`src/rtl/tinker_io_pkg.sv`:
```
`default_nettype none
// ============================================================================
//  Module      : tinker_io_pkg
//  Description : Shared constants, word type and sizing helper for the
//                tinker IN/OUT port responder and its FIFOs.
//  Revision    : 1.0 - initial release
// ============================================================================
package tinker_io_pkg;

   localparam int IO_WORD_W    = 64;
   localparam int IO_DEPTH_DEF = 8;

   typedef logic [IO_WORD_W-1:0] io_word_t;

   // Occupancy counter width: must represent 0..depth inclusive.
   function automatic int io_cnt_w(input int depth);
      return $clog2(depth) + 1;
   endfunction

endpackage
`default_nettype wire

```
`src/rtl/io_fifo.sv`:
```
`default_nettype none
// ============================================================================
//  Module      : io_fifo
//  Description : Synchronous FIFO with push/pop, full/empty, occupancy count
//                and a registered head word (head reads 0 while empty).
//  Revision    : 1.0 - initial release
// ============================================================================
module io_fifo
   import tinker_io_pkg::*;
#(
   parameter int DEPTH = IO_DEPTH_DEF,
   parameter int WIDTH = IO_WORD_W
) (
   input  logic                          clk,
   input  logic                          reset,
   input  logic                          push,
   input  logic [WIDTH-1:0]              push_data,
   input  logic                          pop,
   output logic                          full,
   output logic                          empty,
   output logic [io_cnt_w(DEPTH)-1:0]    count,
   output logic [WIDTH-1:0]              head
);

   localparam int                 c_PTR_W    = $clog2(DEPTH);
   localparam int                 c_CNT_W    = io_cnt_w(DEPTH);
   localparam logic [c_CNT_W-1:0] c_FULL_CNT = c_CNT_W'(DEPTH);
   localparam logic [c_CNT_W-1:0] c_ONE      = c_CNT_W'(1);
   localparam logic [c_PTR_W-1:0] c_PTR_ONE  = c_PTR_W'(1);

   logic [WIDTH-1:0]   r_mem [DEPTH];
   logic [c_PTR_W-1:0] r_wr_ptr;
   logic [c_PTR_W-1:0] r_rd_ptr;
   logic [c_CNT_W-1:0] r_count;
   logic [WIDTH-1:0]   r_head;

   logic               w_empty;
   logic               w_full;
   logic               w_do_push;
   logic               w_do_pop;
   logic [c_PTR_W-1:0] w_rd_ptr_inc;
   logic [c_CNT_W-1:0] w_count_nxt;
   logic [WIDTH-1:0]   w_head_nxt;

   assign w_empty      = (r_count == '0);
   assign w_full       = (r_count == c_FULL_CNT);
   assign w_rd_ptr_inc = r_rd_ptr + c_PTR_ONE;

   // A pop frees a slot in the same cycle, so a push at full is accepted
   // only when paired with a real pop.
   assign w_do_pop  = pop && !w_empty;
   assign w_do_push = push && (!w_full || w_do_pop);

   // Next occupancy and next head word, computed from the post-edge contents.
   always_comb begin
      w_count_nxt = r_count;
      w_head_nxt  = r_head;
      case ({w_do_push, w_do_pop})
         2'b10:   w_count_nxt = r_count + c_ONE;
         2'b01:   w_count_nxt = r_count - c_ONE;
         default: w_count_nxt = r_count;
      endcase
      if (w_count_nxt == '0) begin
         w_head_nxt = '0;
      end else if (w_do_pop) begin
         // With a single entry left the only survivor is the incoming word.
         w_head_nxt = (r_count == c_ONE) ? push_data : r_mem[w_rd_ptr_inc];
      end else if (w_empty) begin
         w_head_nxt = push_data;
      end
   end

   // Storage array; contents need no reset because pointers/count gate them.
   always_ff @(posedge clk) begin
      if (w_do_push) begin
         r_mem[r_wr_ptr] <= push_data;
      end
   end

   // Pointer, count and head registers.
   always_ff @(posedge clk or negedge reset) begin
      if (!reset) begin
         r_wr_ptr <= '0;
         r_rd_ptr <= '0;
         r_count  <= '0;
         r_head   <= '0;
      end else begin
         if (w_do_push) r_wr_ptr <= r_wr_ptr + c_PTR_ONE;
         if (w_do_pop)  r_rd_ptr <= w_rd_ptr_inc;
         r_count <= w_count_nxt;
         r_head  <= w_head_nxt;
      end
   end

   assign full  = w_full;
   assign empty = w_empty;
   assign count = r_count;
   assign head  = r_head;

endmodule
`default_nettype wire

```
`src/rtl/tinker_io_port.sv`:
```
`default_nettype none
// ============================================================================
//  Module      : tinker_io_port
//  Description : CPU IN/OUT strobe responder. Host words enter an RX FIFO
//                whose head feeds the CPU; CPU OUT words enter a TX FIFO the
//                host drains over a valid/ready stream. Sticky underflow and
//                overflow flags. Optional macro TINKER_IO_LOOPBACK_EN adds a
//                'loopback' input that routes TX words straight into RX.
//  Revision    : 1.0 - initial release
// ============================================================================
module tinker_io_port
   import tinker_io_pkg::*;
#(
   parameter int DEPTH = IO_DEPTH_DEF,
   parameter int WIDTH = IO_WORD_W
) (
   input  logic                       clk,
   input  logic                       reset,
   input  logic                       in_signal,
   output logic [WIDTH-1:0]           in_data,
   input  logic                       out_signal,
   input  logic [WIDTH-1:0]           out_data,
   input  logic                       rx_valid,
   output logic                       rx_ready,
   input  logic [WIDTH-1:0]           rx_data,
   output logic                       tx_valid,
   input  logic                       tx_ready,
   output logic [WIDTH-1:0]           tx_data,
   output logic [io_cnt_w(DEPTH)-1:0] rx_count,
   output logic [io_cnt_w(DEPTH)-1:0] tx_count,
`ifdef TINKER_IO_LOOPBACK_EN
   input  logic                       loopback,
`endif
   input  logic                       err_clr,
   output logic                       underflow,
   output logic                       overflow,
   output logic                       error
);

   logic             w_lb;
   logic             w_lb_move;
   logic             w_rx_full;
   logic             w_rx_empty;
   logic             w_tx_full;
   logic             w_tx_empty;
   logic             w_rx_push;
   logic [WIDTH-1:0] w_rx_din;
   logic             w_tx_pop;
   logic             w_uf_set;
   logic             w_of_set;
   logic             r_underflow;
   logic             r_overflow;

`ifdef TINKER_IO_LOOPBACK_EN
   assign w_lb = loopback;
`else
   assign w_lb = 1'b0;
`endif

   // In loopback the host side is cut off and one TX word moves per cycle.
   assign w_lb_move = w_lb && !w_tx_empty && !w_rx_full;
   assign rx_ready  = reset && !w_rx_full && !w_lb;
   assign tx_valid  = !w_tx_empty && !w_lb;
   assign w_rx_push = w_lb ? w_lb_move : (rx_valid && rx_ready);
   assign w_rx_din  = w_lb ? tx_data : rx_data;
   assign w_tx_pop  = w_lb ? w_lb_move : (tx_valid && tx_ready);

   // A full-TX OUT is only lost when no pop frees a slot that cycle.
   assign w_uf_set = in_signal && w_rx_empty;
   assign w_of_set = out_signal && w_tx_full && !w_tx_pop;

   io_fifo #(.DEPTH(DEPTH), .WIDTH(WIDTH)) u_rx_fifo (
      .clk       (clk),
      .reset     (reset),
      .push      (w_rx_push),
      .push_data (w_rx_din),
      .pop       (in_signal),
      .full      (w_rx_full),
      .empty     (w_rx_empty),
      .count     (rx_count),
      .head      (in_data)
   );

   io_fifo #(.DEPTH(DEPTH), .WIDTH(WIDTH)) u_tx_fifo (
      .clk       (clk),
      .reset     (reset),
      .push      (out_signal),
      .push_data (out_data),
      .pop       (w_tx_pop),
      .full      (w_tx_full),
      .empty     (w_tx_empty),
      .count     (tx_count),
      .head      (tx_data)
   );

   // Sticky error flags; a new set event beats a same-cycle clear.
   always_ff @(posedge clk or negedge reset) begin
      if (!reset) begin
         r_underflow <= 1'b0;
         r_overflow  <= 1'b0;
      end else begin
         if (w_uf_set)     r_underflow <= 1'b1;
         else if (err_clr) r_underflow <= 1'b0;
         if (w_of_set)     r_overflow  <= 1'b1;
         else if (err_clr) r_overflow  <= 1'b0;
      end
   end

   assign underflow = r_underflow;
   assign overflow  = r_overflow;
   assign error     = r_underflow | r_overflow;

endmodule
`default_nettype wire
```
`config.mk`:
```
export PLATFORM = sky130hd
export DESIGN_NAME = tinker_io_port
export DESIGN_NICKNAME = d
export VERILOG_FILES = /design/src/rtl/tinker_io_pkg.sv /design/src/rtl/io_fifo.sv /design/src/rtl/tinker_io_port.sv
export SDC_FILE = /design/constraint.sdc
export NUM_CORES = 1
export LEC_CHECK = 0
export CORE_MARGIN = 2
export CORE_UTILIZATION = 55
export DETAILED_ROUTE_END_ITERATION = 16
export PLACE_DENSITY = 0.84
export RECOVER_POWER = 50
export REMOVE_ABC_BUFFERS = 1
export SLEW_MARGIN = 20
export SYNTH_ARGS = -nofsm -noshare
export SYNTH_HDL_FRONTEND = slang
export SYNTH_HIERARCHICAL = 1
export SYNTH_SLANG_ARGS = --single-unit
```
`constraint.sdc`:
```
create_clock -name clk -period 9.1 [get_ports clk]
set_clock_uncertainty 0.05 [all_clocks]
set_input_delay 1.82 -clock clk [delete_from_list [all_inputs] [get_ports clk]]
set_output_delay 1.82 -clock clk [all_outputs]
set_load 0.05 [all_outputs]
```
==> flow_summary.ini, run 1 <==
[run_status]
violations = capacitance limit, slew limit
status = complete, but fails checks

[sta]
relSlewSlack_pct = -122.8
rsz0062_at_grt = no
worstMarginPinSlew_ns = 3.342
post-route-min-period_ns = 6.539
hold_viol = 0
fmax_mhz = 152.9
period_share_pct = 71.86
setup_violations = 0
tns_ns = 0
drv_slew = 150

[setup_path]
end_kind = flop
rr_startpoint = u_tx_fifo/count[0]
cp.arrival_ns = 7.02
r2r_setup_slack_ns = 3.66
critical_path_class = primary input to flop
crit_fanout = 38
crit_path_start_kind = primary input
worstReg2RegEnd = u_tx_fifo/head[38]
crit_required_ns = 9.58
worstRegToRegCells = 15

[pwr]
clkPwrFrac_pct = 23.7
netSwitchingFraction_pct = 42.04
power.total_mw = 20.13
ir_drop_mv = 0.5153
power_per_cell_area_nw_per_um2 = 377.0
p_comb_share_pct = 41.3
leakage_nw = 18.52
p_switching_mw = 8.464
p_int_mw = 11.67
seq_power_share_pct = 35.0

[clocking]
htree_num_levels = 3
post-cts-setup-buffers = 0
cts.sinks = 1174
clock_latency_ns = 0.68
clk_pin_slew_ns = 0.06
holdBufCountCts = 0
tritoncts = yes
root_buffer = clkbuf_16
cts_resized = 0
clock_path_buffers = 3
cts_buffers = 112

[place]
dp.cells = 4660
dpl_cell_area_um2 = 49580
io_buffers = 275
hpwl_mm = 57.17
gp_congestion = 0.8305

[finish]
area_growth_pct = 16.64
final_cell_mix = nand2_1, edfxtp_1, nand3_1
fin_nets = 3855
drive_gt1_share_pct = 8.787
final_common_cell = nand2_1
fin_area_um2 = 53400
stdcell_count = 4895

[die]
fp-row-count = 105
die-area_um2 = 85570
initial_utilization_pct = 55.67
die_y_um = 292.5
fp.dieW_um = 292.5
core_area_um2 = 82240
io_pins = 276

[yosys]
seq_area_frac_synth_pct = 75.36
synth_largest_area_cell = edfxtp_1
synth_seq_cells = 1174
ys.warnings.count = 6
synth.cell_area_um2 = 45780
synth_ff_type = edfxtp_1
synthArstFlopShare_pct = 12.78
yosysTopAreaCellShare_pct = 67.16
synth_area_leaders = edfxtp_1, nand2_1, dfrtp_1, nand3_1, a22oi_1
syn_avg_cell_area_um2 = 13.15
ys_types = 49
synth_edf_count = 1024
syn_inst = 3482

[hold_path]
hp-class = flop to flop
hold_depth = 2
min_from = u_rx_fifo/r_rd_ptr[1]
worstHoldEndpoint = u_rx_fifo/r_rd_ptr[1]

[routing]
top_layer_used = met5
wl_met2_mm = 57.42
route.met3.wl_mm = 10.30
drc = 0
drt_pre_antenna_iters = 6
viasPerCell = 6.181
wire_per_inst_um = 23.65
drt_iter0_drc = 3653
ant_nets = 0
wl_met1_mm = 43.58
drt-total-wl_mm = 115.7
via_count = 30260

[global_route]
track_usage_pct = 26.57
grt-ovfl-total = 0
antenna_found_initial = 29
grt_max_degree = 213
grt_first_pass_wirelength_mm = 175.0
grt_pass1_vias = 30610

[flow_run]
cap_violations = 4
## synth_stat cells, drive strengths merged (2+ instances only)
cell    number
nand4      128
a31oi      128
and2         5
a21oi      132
inv         17
nand3b       3
dfrtp      150
buf         99
o21ai       11
mux2i        2
nor4b        3
nor2        13
nor3         8
nor2b        9
xor2         2
edfxtp    1024
and4b        2
a22oi      129
o21a         2
nand3      384
nand2b       5
ha          16
o31a         2
xnor2       10
o31ai        4
nand2     1058
a21boi       2
clkbuf     123
nor4         2
## metal layers
layer  track usage [%]  up-vias
met3             3.490      277
li1                  -    13230
met2             44.18     1836
met5                 0        -
met4             12.08        4
met1             35.29    14910
## logic make-up (layout without fill, tap and decap cells)
| kind of cell | Yosys count | count (layout) | synth area share, % |
|---|---|---|---|
| and+or+nand+nor | 1624 | 1624 | 15.36 |
| other | 0 | 24 | 0 |
| adders and majority gates | 16 | 16 | 0.4372 |
| xor gates and xnor gates | 12 | 12 | 0.2296 |
| DFF | 1174 | 1174 | 75.36 |
| AOI/OAI and AO/OA | 415 | 415 | 6.204 |
| muxes | 2 | 2 | 0.04373 |
| buffers and inverters | 239 | 558 | 2.367 |
## sequential cells by signal, summed over array words and instances (netlist names)
signal              flops
u_rx_fifo/r_wr_ptr      3
underflow               1
u_tx_fifo/r_wr_ptr      3
u_rx_fifo/head         64
u_tx_fifo/r_mem       512
u_rx_fifo/count         4
u_tx_fifo/head         64
u_tx_fifo/r_rd_ptr      3
u_rx_fifo/r_rd_ptr      3
overflow                1
u_rx_fifo/r_mem       512
u_tx_fifo/count         4
## critical path, stage by stage
cell and delay [ns]:
clkbuf_1 1.56, nor2b_1 0.30, and2_1 0.14, o21ai_0 0.41, ha_1 0.57, o31ai_1 0.30, o31ai_1 0.18, nor4b_4 0.30
buf_4 0.60, buf_4 0.62, a21oi_1 0.09
## per-stage QoR
stage | util (%) | hold WS [ns] | worst slack (ns)
final | 64.94 | 0.4386 | 2.561
after global routing | 64.93 | 0.4722 | 1.973
after CTS | 64.92 | 0.4444 | 3.705
after detailed placement | 60.28 | 0.4264 | 2.991
after global placement | 60.28 | 0.4159 | 3.086
after floorplan | - | 0.3999 | -1.862
## final cells by class
type	instances	area, um^2
fill	5485	28840
multi-input combinational	2069	10430
clock buffer	144	3043
tap	1070	1339
clock inverter	67	774.5
inverter	17	63.81
timing repair buffer	330	3187
sequential	1174	34500
antenna	24	60.06
## power groups by stage
| stage | clock network [mW] | registers (mW) | logic (mW) |
|---|---|---|---|
| after floorplan | 0 | 7.88 | 5.64 |
| after global placement | 0 | 7.10 | 7.91 |
| after global routing | 5.02 | 7.10 | 8.85 |
| after CTS | 4.81 | 7.04 | 8.22 |
| final | 4.78 | 7.05 | 8.31 |
| after detailed placement | 0 | 7.13 | 8.16 |
## worst max-delay path by stage
| stage | cells after the start | to | start | slack [ns] |
|---|---|---|---|---|
| 6_report | 11 | u_rx_fifo/head[2] | reset | 2.56 |
| 5_1_grt | 11 | u_rx_fifo/head[2] | reset | 1.97 |
| 3_5_place_dp | 11 | u_rx_fifo/head[0] | in_signal | 2.99 |
| 2_1_floorplan | 6 | u_rx_fifo/head[10] | u_rx_fifo/r_rd_ptr[0] | -1.86 |
| 3_3_place_gp | 11 | u_rx_fifo/head[2] | in_signal | 3.09 |
| 4_1_cts | 11 | u_rx_fifo/head[0] | in_signal | 3.70 |
Note: power is estimated with default switching activity, not from simulation.
==> run 2: changes to the inputs <==
==> constraint.sdc (replaced) <==
create_clock -name clk -period 6.3 [get_ports clk]
set_clock_uncertainty 0.05 [all_clocks]
set_input_delay 1.26 -clock clk [delete_from_list [all_inputs] [get_ports clk]]
set_output_delay 1.26 -clock clk [all_outputs]
set_load 0.05 [all_outputs]
==> run 2 against run 1 <==
  * The flow still finishes with violations (capacitance limit, slew limit)
  * Final area up 0.19%
  * Total power up 45%
  * Setup slack worse by 1.3 ns
  * Sequential power up 45%
  * Largest power group unchanged
  * Highest routed layer unchanged
==> flow_summary.ini, run 2 (same netlist as run 1, synthesis figures left out) <==
[sta]
worstMarginPinSlew_ns = 3.664
setup_violations = 0
rsz0062_at_grt = no
drv_slew = 291
relSlewSlack_pct = -144.2
period_share_pct = 79.55
post-route-min-period_ns = 5.012
hold_viol = 0
fmax_mhz = 199.5
hold_slack_ns = 0.4499

[setup_path]
cp_common_cell = inv_1
critPathTopFamily = compound AO/OA/AOI/OAI gates
critPathSlowestCell = o21ai_0
path_cells = inv_1 -> ha_1 -> inv_1 -> or3_1 -> inv_1 -> nor2b_1 -> o21ai_0 -> inv_1 -> ha_1 -> and2_1 -> o21ai_0 -> a21oi_1 -> nor4b_2 -> buf_12 -> a21oi_1
crit_fanout = 64
end_kind = flop
crit_required_ns = 6.78
cp_num_buf_inv = 5
cp.arrival_ns = 5.49
cpPeakStageDelay_ns = 1.05
crit_path_start_kind = flop
critical_path_class = flop to flop

[clocking]
cts.sinks = 1174
tritoncts = yes
htree_num_levels = 3
cts_resized = 0
cts_buffers = 109
root_buffer = clkbuf_16
holdBufCountCts = 0
clock_latency_ns = 0.68
clk_pin_slew_ns = 0.06
post-cts-setup-buffers = 0
clock_path_buffers = 3

[routing]
route.met3.wl_mm = 11.57
drt-total-wl_mm = 116.6
drt_iter0_drc = 3482
drt_pre_antenna_iters = 8
via_count = 30530
viasPerCell = 6.252
ant_nets = 0
drc = 0
wl_met1_mm = 42.96
wire_per_inst_um = 23.88
wl_met2_mm = 57.68
top_layer_used = met5

[pwr]
ir_drop_mv = 1.153
power_per_cell_area_nw_per_um2 = 544.7
leakage_nw = 18.51

[place]
dp.cells = 4651
io_buffers = 275
gp_congestion = 0.8353
hpwl_mm = 57.86

[hold_path]
hp-class = flop to flop

[flow_run]
cap_violations = 5

[finish]
final_common_cell = nand2_1
fillers = 5481
fin_nets = 3844
final_cell_mix = nand2_1, edfxtp_1, nand3_1
register_area_um2 = 34500
drive_gt1_share_pct = 8.025
stdcell_count = 4883
multi_input_area_um2 = 10430
reg_top3 = u_rx_fifo/r_mem (512), u_tx_fifo/r_mem (512)
area_growth_pct = 16.86

[global_route]
track_usage_pct = 26.65
grt_max_degree = 189
grt-ovfl-total = 0
grt_first_pass_wirelength_mm = 175.4
grt_pass1_vias = 30710
antenna_found_initial = 28

[die]
die-area_um2 = 85570
fp-row-count = 105
core_area_um2 = 82240
io_pins = 276
fp.dieW_um = 292.5
die_y_um = 292.5
initial_utilization_pct = 55.67

[run_status]
status = complete, but fails checks
violations = capacitance limit, slew limit
-- run 2: cell types whose count changed in the layout (fill, tap and decap cells not counted), moves of 3 or more --
| cell | change |
|---|---|
| buf_12 | +15 |
| buf_4 | -23 |
| clkbuf_1 | +11 |
| clkbuf_2 | +3 |
| clkbuf_8 | +8 |
| clkinv_1 | +4 |
| clkinv_2 | -22 |
| clkinvlp_4 | -7 |
-- run 2: routing by layer --
metal  vias up  track usage [%]
li1      13210                -
met1     15070            34.92
met2      1949            43.96
met3       290            4.226
met4         6            12.82
met5         -                0
-- run 2: tightest hold or removal path, delay by kind of cell, from the launching register on --
kind | cells | cell delay (ns)
DFF | 1 | 0.35
and+or+nand+nor | 2 | 0.12
-- run 2: power breakdown --
group | internal [mW] | switching, mW | leakage [nW]
Clock | 4.02 | 2.83 | 1.84
Combinational | 3.23 | 8.89 | 5.46
Sequential | 9.68 | 0.494 | 11.2
-- run 2: path summary, 6_finish.rpt --
check / startpoint / to / slack (ns) / depth (start not counted)
worst max-delay path: u_tx_fifo/count[0] / u_tx_fifo/head[23] / 1.29 / 15
worst min-delay path: u_rx_fifo/r_rd_ptr[1] / u_rx_fifo/r_rd_ptr[1] / 0.45 / 2
worst max register to register: u_tx_fifo/count[0] / u_tx_fifo/head[23] / 1.29 / 15
worst min register to register: u_rx_fifo/r_rd_ptr[1] / u_rx_fifo/r_rd_ptr[1] / 0.45 / 2
max in group asynchronous: reset / u_rx_fifo/head[50] / 1.76 / 2
min in group asynchronous: reset / u_tx_fifo/head[43] / 0.53 / 1
-- run 2: metrics by stage --
| step | power (mW) | util [%] | instance area [um^2] | setup WS [ns] | TNS, ns |
|---|---|---|---|---|---|
| finish | 29.14 | 65.06 | 53500 | 1.288 | 0 |
| global route | 30.38 | 65.05 | 53500 | 0.9862 | 0 |
| CTS | 29.03 | 65.05 | 53500 | 2.114 | 0 |
| detailed placement | 22.16 | 60.46 | 49720 | 1.472 | 0 |
| global placement | 21.73 | 60.46 | 49720 | 1.577 | 0 |
| floorplan | 18.00 | - | 44760 | -4.662 | -1211.57 |
-- run 2: final cells by class --
| type | count | area share [%] |
|---|---|---|
| Tap cell | 1070 | 2.502 |
| Inverter | 17 | 0.1193 |
| Clock buffer | 165 | 5.926 |
| Clock inverter | 41 | 1.134 |
| Antenna cell | 25 | 0.1169 |
| Timing Repair Buffer | 322 | 6.221 |
| Multi-Input combinational cell | 2069 | 19.49 |
| Sequential cell | 1174 | 64.49 |
